### src/rtl/isqrt_pkg.sv
// Shared types and width helpers for the sequential integer square-root block.
package isqrt_pkg;

  typedef enum logic [1:0] {
    IDLE = 2'd0,
    ITER = 2'd1,
    DONE = 2'd2
  } state_t;

  // Width of a counter that must hold values up to n/2 + 1.
  function automatic int cycle_w(input int n);
    return $clog2(n / 2 + 2);
  endfunction

endpackage

### src/rtl/isqrt_step.sv
// One digit-by-digit square-root iteration: consumes one operand bit-pair.
module isqrt_step #(
  parameter int RW = 4
) (
  input  logic [RW+1:0] rem_i,
  input  logic [RW-1:0] root_i,
  input  logic [1:0]    pair_i,
  output logic [RW+1:0] rem_o,
  output logic [RW-1:0] root_o
);

  logic [RW+1:0] rem_sh;
  logic [RW+1:0] trial;
  logic          take;

  // The discarded top bits of rem<<2 and root<<1 are always zero mid-iteration.
  always_comb begin
    rem_sh = (rem_i << 2) | {{RW{1'b0}}, pair_i};
    trial  = {root_i, 2'b01};
    take   = (rem_sh >= trial);
    rem_o  = take ? (rem_sh - trial) : rem_sh;
    root_o = (root_i << 1) | {{(RW-1){1'b0}}, take};
  end

endmodule

### src/rtl/isqrt_seq.sv
// Sequential floor(sqrt) unit: one result bit per clock, IDLE -> ITER -> DONE.
module isqrt_seq
  import isqrt_pkg::*;
#(
  parameter int N          = 8,
  parameter int EARLY_EXIT = 0
) (
  input  logic                         clock,
  input  logic                         reset,
  input  logic                         start,
  input  logic [N-1:0]                 data_in,
  output logic                         busy,
  output logic                         done,
  output logic [N/2-1:0]               data_out,
  output logic [N/2:0]                 remainder,
  output logic [$clog2(N/2+2)-1:0]     cycles
);

  localparam int RW  = N / 2;
  localparam int CW  = cycle_w(N);
  localparam int RW1 = RW + 1;

  state_t          state_q, state_d;
  logic [N-1:0]    opnd_q, opnd_d;
  logic [RW-1:0]   root_q, root_d, root_nx;
  logic [RW+1:0]   rem_q, rem_d, rem_nx;
  logic [CW-1:0]   cycles_q, cycles_d;

  isqrt_step #(.RW(RW)) u_step (
    .rem_i  (rem_q),
    .root_i (root_q),
    .pair_i (opnd_q[N-1:N-2]),
    .rem_o  (rem_nx),
    .root_o (root_nx)
  );

  always_comb begin
    state_d  = state_q;
    opnd_d   = opnd_q;
    root_d   = root_q;
    rem_d    = rem_q;
    cycles_d = cycles_q;
    case (state_q)
      IDLE, DONE: begin
        if (start) begin
          opnd_d   = data_in;
          root_d   = '0;
          rem_d    = '0;
          cycles_d = '0;
          state_d  = ITER;
          if ((EARLY_EXIT != 0) && (data_in == '0)) begin
            cycles_d = CW'(1);
            state_d  = DONE;
          end
        end
      end
      ITER: begin
        // Operand shifts left so the next bit-pair is always at the top.
        opnd_d   = opnd_q << 2;
        root_d   = root_nx;
        rem_d    = rem_nx;
        cycles_d = cycles_q + CW'(1);
        if (cycles_q == CW'(RW - 1)) begin
          state_d = DONE;
        end
      end
      default: state_d = IDLE;
    endcase
  end

  always_ff @(posedge clock) begin
    if (!reset) begin
      state_q  <= IDLE;
      opnd_q   <= '0;
      root_q   <= '0;
      rem_q    <= '0;
      cycles_q <= '0;
    end else begin
      state_q  <= state_d;
      opnd_q   <= opnd_d;
      root_q   <= root_d;
      rem_q    <= rem_d;
      cycles_q <= cycles_d;
    end
  end

  assign busy      = (state_q == ITER);
  assign done      = (state_q == DONE);
  assign data_out  = root_q;
  assign remainder = RW1'(rem_q);
  assign cycles    = cycles_q;

endmodule

### config.mk
export PLATFORM = sky130hd
export DESIGN_NAME = isqrt_seq
export DESIGN_NICKNAME = d
export VERILOG_FILES = /design/src/rtl/isqrt_pkg.sv /design/src/rtl/isqrt_step.sv /design/src/rtl/isqrt_seq.sv
export SDC_FILE = /design/constraint.sdc
export NUM_CORES = 1
export LEC_CHECK = 0
export ABC_AREA = 0
export BUFFER_PORTS_ARGS = -buffer_cell sky130_fd_sc_hd__buf_2
export CORE_ASPECT_RATIO = 1.75
export CORE_MARGIN = 2
export CORE_UTILIZATION = 55
export DETAILED_ROUTE_END_ITERATION = 6
export PLACE_DENSITY = 0.79
export SYNTH_ARGS = -nofsm -noshare
export SYNTH_HDL_FRONTEND = slang
export SYNTH_HIERARCHICAL = 1
export SYNTH_SLANG_ARGS = --single-unit
### constraint.sdc
create_clock -name clock -period 1.9 [get_ports clock]
set_input_delay 0.095 -clock clock [delete_from_list [all_inputs] [get_ports clock]]
set_output_delay 0.095 -clock clock [all_outputs]
set_load 0.01 [all_outputs]
### After elaboration in Yosys (flattened, before gate mapping)

Cells that the tools add are included.
W data, S select, Z words.

* register bits after elaboration: 22
* input bits: 11
* output and inout port bits: 14

* add/sub/neg operators: 2
* $lt $le $gt $ge: 1
* eq/ne operators: 5
* mux-type cells: 12
* bitwise gates (word level): 2
* reductions and logical operators: 5

Operators by type and width (count)
* $pmux W8 S2: 1
* $mux W5: 2
* $pmux W5 S2: 1
* $mux W8: 1
* $pmux W4 S2: 1
* $ge A6 B6 Y1: 1
* $or A6 B2 Y6: 1
* $pmux W3 S2: 1
* $sub A5 B5 Y5: 1
* $mux W2: 2
* $mux W4: 1
* $or A4 B1 Y4: 1
* $pmux W2 S2: 1
* $reduce_and A2 Y1: 2
* $add A3 B1 Y3 const B: 1
* $eq A3 B2 Y1 const B: 1
* $mux W3: 1
* $eq A2 B1 Y1 const B: 1
* $eq A2 B2 Y1 const B: 1
* $logic_not A2 Y1: 1
* $ne A2 B1 Y1 const B: 1
* $ne A2 B2 Y1 const B: 1
* $reduce_bool A2 Y1: 1
* $reduce_or A2 Y1: 1

### Logic depth before layout (Yosys ltp)

Gate-level depths: netlist of run 1.

* depth in word-level cells: 4
* gate-level depth with buffers: 10

### Cells and area by module

The synthesis of run 1 kept the hierarchy.

By module, submodules not included
* isqrt_seq: instances 1, cells each 118, area an instance 1041.0 µm², seq. area each 460.4 µm²
* isqrt_step: instances 1, cells each 42, area an instance 356.6 µm², seq. area each 0.0 µm²

### Least setup slack after synthesis of run 1

OpenSTA, ideal clock, no wires.

* kind: reg-to-reg
* from: register root_q[1], in the netlist data_out[1]
* to: register, netlist name rem_q[5]
* arrival time: 1654 ps
* slack: 124 ps
* cell stages (with the launch flop): 9
* buffers on the path: 0
* period minus slack after synthesis: 1776 ps
* path through: dfxtp_1 inv_1 ha_1 o21ai_1 a21oi_2 o22ai_4 mux2_4 nand2_1 a21boi_0

RTL lines
* from (decl): RTL line isqrt_seq.sv:25 `logic [RW-1:0] root_q, root_d, root_nx;`
* from (signal assigned): RTL line isqrt_seq.sv:81 `root_q <= root_d;`

### Worst setup path after layout of run 1

* from: register opnd_q[7]
* to: register rem_q[2]

* word-level cells in the longest chain between the ends: 4

Ends and longest elaborated chain
* from (decl): RTL line isqrt_seq.sv:24 `logic [N-1:0] opnd_q, opnd_d;`
* from (signal assigned): RTL line isqrt_seq.sv:80 `opnd_q <= opnd_d;`
* $or A6 B2 Y6 (*): RTL line isqrt_step.sv:18 `rem_sh = (rem_i << 2) | {{RW{1'b0}}, pair_i};`
* $sub A5 B5 Y5 / $ge A6 B6 Y1 (equally long branches): RTL line isqrt_step.sv:21, isqrt_step.sv:20
* $mux W5 (*): RTL line isqrt_step.sv:21 `rem_o = take ? (rem_sh - trial) : rem_sh;`
* net rem_nx[2]: RTL line isqrt_seq.sv:26 `logic [RW+1:0] rem_q, rem_d, rem_nx;`
* $pmux W5 S2 (*): RTL line isqrt_seq.sv:43 `case (state_q)`
* to (signal assigned): RTL line isqrt_seq.sv:82 `rem_q <= rem_d;`
* to (decl): RTL line isqrt_seq.sv:26

The timed path passes the listed nets; every way through them passes the cells marked *.
A chain may end at the register's enable or synchronous reset.

==> results of run 1 <==
metrics by stage:
step                      cells  power, mW  hold slack (ns)  setup WS [ns]  utilization
final                       189       1.41           0.0861          0.110        0.616
after global placement      185      0.965            0.342          0.183        0.584
after floorplan             150      0.947            0.233          0.181            -
after global routing        189       1.47            0.103        0.00144        0.616
after detailed placement    185      0.983            0.372          0.129        0.584
after CTS                   189       1.42           0.0839          0.118        0.616
layout make-up:
type                    count  area [µm²]
flip-flops and latches     22         442
repair buffers             28         150
well taps                  25        31.3
clock inverters             1        30.0
clock buffers               3        41.3
multi-input cells          99         658
fillers                   211         872
inverters                  11        48.8
worst paths after layout:
check | startpoint | endpoint | slack (ns) | cells after the start
min | data_in[0] | opnd_q[0] | 0.09 | 3
max | opnd_q[7] | rem_q[2] | 0.11 | 9
max reg2reg | opnd_q[7] | rem_q[2] | 0.11 | 9
min reg2reg | opnd_q[0] | opnd_q[0] | 0.47 | 2
cell usage in the layout, fill, tap and decap left out, drive strengths merged:
cell / n
or2: 1
o22ai: 1
a31oi: 6
and2: 1
mux2i: 2
ha: 8
and3: 2
o21a: 3
buf: 28
nor2: 5
a21oi: 2
nand2: 23
o21ai: 9
a22oi: 1
xnor2: 4
a21o: 1
nor2b: 2
a21boi: 11
nand3: 11
dfxtp: 22
nand2b: 2
inv: 11
nand3b: 1
bufinv: 1
clkbuf: 3
mux2: 3
report_power, final:
group / internal (mW) / switching [mW] / total [mW]
clock: 0.282 / 0.155 / 0.437
combinational: 0.225 / 0.220 / 0.446
sequential: 0.498 / 0.0295 / 0.527
worst reg2reg max path: stages, from the launching register on:
cell,delay (ns)
dfxtp_1,0.34
inv_1,0.11
ha_1,0.22
inv_1,0.09
o21ai_2,0.16
a21oi_2,0.09
o22ai_4,0.23
mux2_4,0.33
nand2_1,0.06
a21boi_1,0.07
flip-flops by register name, indices dropped and copies added, names as in the netlist:
signal    count
opnd_q        8
rem_q         5
data_out      4
cycles        3
state_q       2
routing by layer:
layer,up-vias,share of wire
met5,-,0
met4,0,0.019
met3,5,0.030
met2,20,0.53
met1,461,0.42
li1,518,-
==> reports/qor.csv, run 1 <==
stage;metric;value;unit
grt;number of global-route vias before repair;983;
routing;drt wl/cell;13.1;µm
cts;cts hold-fix bufs;0;
grt;GR Util met3;0.0292;
cts;CTS resizes;0;
routing;router iterations before antenna repair;4;
sta;final setup violation count;0;
routing;detailed-route wire length;2470;µm
placement;HPWL Detailed;1790;µm
floorplanning;io pins;25;
sta;fmax;0.559;GHz
final_layout;final net count;184;
synthesis;Syn. warnings;6;
floorplanning;row count;23;
worst_setup_path;Critical Path End Type;register;
worst_setup_path;Worst Setup Path Type;reg2reg;
grt;global route overflow;0;
routing;DRT iter0 DRCs;20;
cts;TritonCTS clock tree;built;
grt;met2 usage;0.379;
power;PD cells;1010;nW/µm²
grt;global-route wire length before repair;4020;µm
floorplanning;effective utilization at floorplan;0.575;
placement;Routability Congestion;0.684;
sta;Clock Skew;0.000873;ns
cts;CTS sink cnt;22;
routing;DRT antenna net count;0;
power;worst vdd ir;530;µV
final_layout;share of layout cells above drive strength 1;0.244;
cts;H-tree levels;1;
sta;Rel. slew slack;0.539;
hold_path;Hold Crit Class;in2reg;
floorplanning;DIE HEIGHT;68.5;µm
cts;buffer count from post-CTS setup fixing;0;
synthesis;Mapped Cells;150;
cts;clk buf depth;2;
routing;DR vias;1004;
sta;Hold Violations, Final;0;
worst_setup_path;crit path cell chain;inv_1 -> ha_1 -> inv_1 -> o21ai_2 -> a21oi_2 -> o22ai_4 -> mux2_4 -> nand2_1 -> a21boi_1;
floorplanning;core area;2270;µm²
grt;largest net degree at the start of global routing;23;
worst_setup_path;Worst EP required;2.06;ns
grt;gr busiest metal;met2;
cts;Clk Latency, worst-skew pair;0.27;ns
sta;Least-Margin Pin Slew;0.692;ns
sta;fin crit share;0.942;
cts;clk root buf;clkbuf_8;
sta;Max Slew Vio Count;0;
sta;setup TNS;0;ns
floorplanning;Die W;40.8;µm
final_layout;post-route cell area;1400;µm²
worst_setup_path;startpoint types;register;
synthesis;Synth Net Count;169;
status;status;complete, no violations;
worst_setup_path;CP max stage cell;dfxtp_1;
worst_setup_path;largest fanout on the critical path;6;
grt;initial antenna violation count;0;
sta;RSZ-0062 raised after global routing;no;
routing;DRC violations left;0;
run;max cap viols;0;
grt;GRT Total Usage;0.208;
final_layout;ANT cells;0;
worst_setup_path;critical path's top delay family;compound AO/OA/AOI/OAI gates;
worst_setup_path;crit-path most repeated cell;inv_1;
cts;CTS clock-pin slew for the worst setup and hold paths;0.08;ns
synthesis;Mean Syn Cell Area;8.71;µm²
final_layout;Area growth, synth to finish;7.28;%
placement;Buffers on Ports;24;
sta;fin crit period;1.79;ns
grt;M1 GR Usage;0.219;
routing;drt via density;5.31;
synthesis;Syn Std Cell Area;1310;µm²
worst_setup_path;max incr delay on CP;0.34;ns
placement;DP Area;1330;µm²
cts;CTS buffer count;3;
worst_setup_path;crit path DAT;1.95;ns
worst_setup_path;Buf+Inv Stages, Crit Path;2;
floorplanning;die area;2800;µm²
power;Leakage;0.626;nW
No activity file was read; power rests on OpenSTA's default activity.
==> inputs of run 2 (changes only) <==
--- a/config.mk
+++ b/config.mk
@@ -12,6 +12,7 @@
 export CORE_UTILIZATION = 55
 export DETAILED_ROUTE_END_ITERATION = 6
 export PLACE_DENSITY = 0.79
+export RECOVER_POWER = 25
 export SYNTH_ARGS = -nofsm -noshare
 export SYNTH_HDL_FRONTEND = slang
 export SYNTH_HIERARCHICAL = 1
==> reports/qor.csv, run 2 (synthesis gave the netlist of run 1 again) <==
stage;metric;value;unit
final_layout;share of layout cells above drive strength 1;0.201;
floorplanning;die area;2800;µm²
sta;setup TNS;0;ns
final_layout;final net count;184;
worst_setup_path;largest fanout on the critical path;6;
floorplanning;DIE HEIGHT;68.5;µm
cts;CTS sink cnt;22;
routing;DR WL met2;1300;µm
final_layout;area of the multi-input gates;658;µm²
routing;DR vias;998;
sta;Setup WS post-layout;0.110;ns
power;Int Pwr;1.00;mW
power;worst vdd ir;530;µV
final_layout;Area growth, synth to finish;6.61;%
power;Total Power;1.41;mW
final_layout;Filler Cell Count;215;
placement;DP Area;1330;µm²
routing;top layer in use;met4;
worst_setup_path;Worst Setup Path Type;reg2reg;
worst_setup_path;FF-to-FF Start;opnd_q[7];
sta;Least-Margin Pin Slew;0.692;ns
power;PD cells;1010;nW/µm²
routing;drt wl/cell;13.0;µm
power;NetSw;406;µW
cts;CTS buffer count;3;
routing;routed length on met3;72;µm
worst_setup_path;R2R setup slack;0.11;ns
cts;clk root buf;clkbuf_8;
final_layout;ANT cells;0;
cts;Clk Latency, worst-skew pair;0.27;ns
sta;Hold Violations, Final;0;
placement;Buffers on Ports;24;
power;Seq pwr share;0.375;
hold_path;Hold Crit Class;in2reg;
worst_setup_path;r2r worst-path depth;9;
final_layout;commonest non-fill, non-tap cells in the layout;nand2_1, dfxtp_1, buf_2;
final_layout;Largest register FFs;8;
floorplanning;row count;23;
routing;DRT antenna net count;0;
sta;Hold WS;0.0861;ns
grt;largest net degree at the start of global routing;23;
routing;drt via density;5.28;
final_layout;post-route cell area;1390;µm²
final_layout;largest register by flop count;opnd_q;
worst_setup_path;startpoint types;register;
routing;met1 WL;1050;µm
run;max cap viols;0;
power;Clk pwr share;0.310;
power;Sw Share;0.288;
sta;Rel. slew slack;0.539;
worst_setup_path;worst setup path end;rem_q[2];
sta;fin crit share;0.942;
final_layout;Layout Cells excl Fill;189;
routing;detailed-route wire length;2470;µm
sta;RSZ-0062 raised after global routing;no;
placement;Cells after DPL;185;
placement;Routability Congestion;0.684;
power;Leakage;0.596;nW
cts;TritonCTS clock tree;built;
floorplanning;core area;2270;µm²
worst_setup_path;critical path launch point;opnd_q[7];
power;Gate power share;0.315;
grt;global route overflow;0;
status;status;complete, no violations;
final_layout;most common cell after layout, fill and taps aside;nand2_1;
floorplanning;effective utilization at floorplan;0.575;
placement;HPWL Detailed;1790;µm
grt;GRT Total Usage;0.208;
final_layout;area occupied by registers;442;µm²
grt;initial antenna violation count;0;
floorplanning;io pins;25;
sta;fmax;0.559;GHz
routing;DRC violations left;0;
grt;global-route wire length before repair;4020;µm
sta;fin crit period;1.79;ns
cts;H-tree levels;1;
cts;cts hold-fix bufs;0;
grt;number of global-route vias before repair;983;
worst_setup_path;crit path DAT;1.95;ns
sta;Clock Skew;0.000705;ns
cts;CTS clock-pin slew for the worst setup and hold paths;0.08;ns
cts;clk buf depth;2;
routing;router iterations before antenna repair;4;
routing;DRT iter0 DRCs;22;
worst_setup_path;worst flop-to-flop path endpoint;rem_q[2];
final_layout;fin util;0.613;
placement;DP Worst Slack;0.129;ns
worst_setup_path;Worst EP required;2.06;ns
floorplanning;Die W;40.8;µm
sta;final setup violation count;0;
sta;Max Slew Vio Count;0;
worst_setup_path;Critical Path End Type;register;
-- run 2: cell count changes in the layout (fill, tap and decap cells not counted), sizes merged --
cell	delta
clkbuf	+7
buf	-7
-- run 2: what timing repair did --
item | in CTS | in global routing
endpoints found under the hold margin | 0 | 0
buffers inserted | 0 | 0
resized for setup | 0 | 1
endpoints found under the setup margin | 0 | 4
-- run 2: worst min-delay path by stage --
stage	slack [ns]	cells after the start	end	startpoint
2_1_floorplan	0.23	2	opnd_q[2]	reset
3_3_place_gp	0.34	3	opnd_q[1]	data_in[1]
3_5_place_dp	0.37	3	opnd_q[0]	data_in[0]
4_1_cts	0.08	3	opnd_q[0]	data_in[0]
5_1_grt	0.10	3	opnd_q[0]	data_in[0]
6_report	0.09	3	opnd_q[0]	data_in[0]
-- run 2: power by group through the flow --
stage / sequential, mW / combinational [mW] / clock, mW
floorplan: 0.534 / 0.414 / 0
global placement: 0.535 / 0.430 / 0
detailed placement: 0.538 / 0.445 / 0
CTS: 0.527 / 0.449 / 0.442
global route: 0.533 / 0.484 / 0.453
finish: 0.528 / 0.443 / 0.437
-- run 2: metal layers --
layer | track usage | vias to the layer above
met1 | 0.219 | 457
met3 | 0.0292 | 5
met4 | 0.0875 | 0
met5 | 0 | -
li1 | - | 518
met2 | 0.379 | 18
-- run 2: critical path: stages (launching register included) --
cell and delay, ns:
dfxtp_1 0.34, inv_1 0.11, ha_1 0.22, inv_1 0.09, o21ai_2 0.15, a21oi_2 0.09
o22ai_4 0.23, mux2_4 0.33, nand2_1 0.06, a21boi_1 0.07
-- run 2: cell type report --
class / instances / share of cell area
clock buffers: 3 / 0.0296
clock inverters: 1 / 0.0216
inverters: 11 / 0.0350
multi-input cells: 99 / 0.473
flip-flops and latches: 22 / 0.317
well taps: 25 / 0.0225
repair buffers: 28 / 0.102
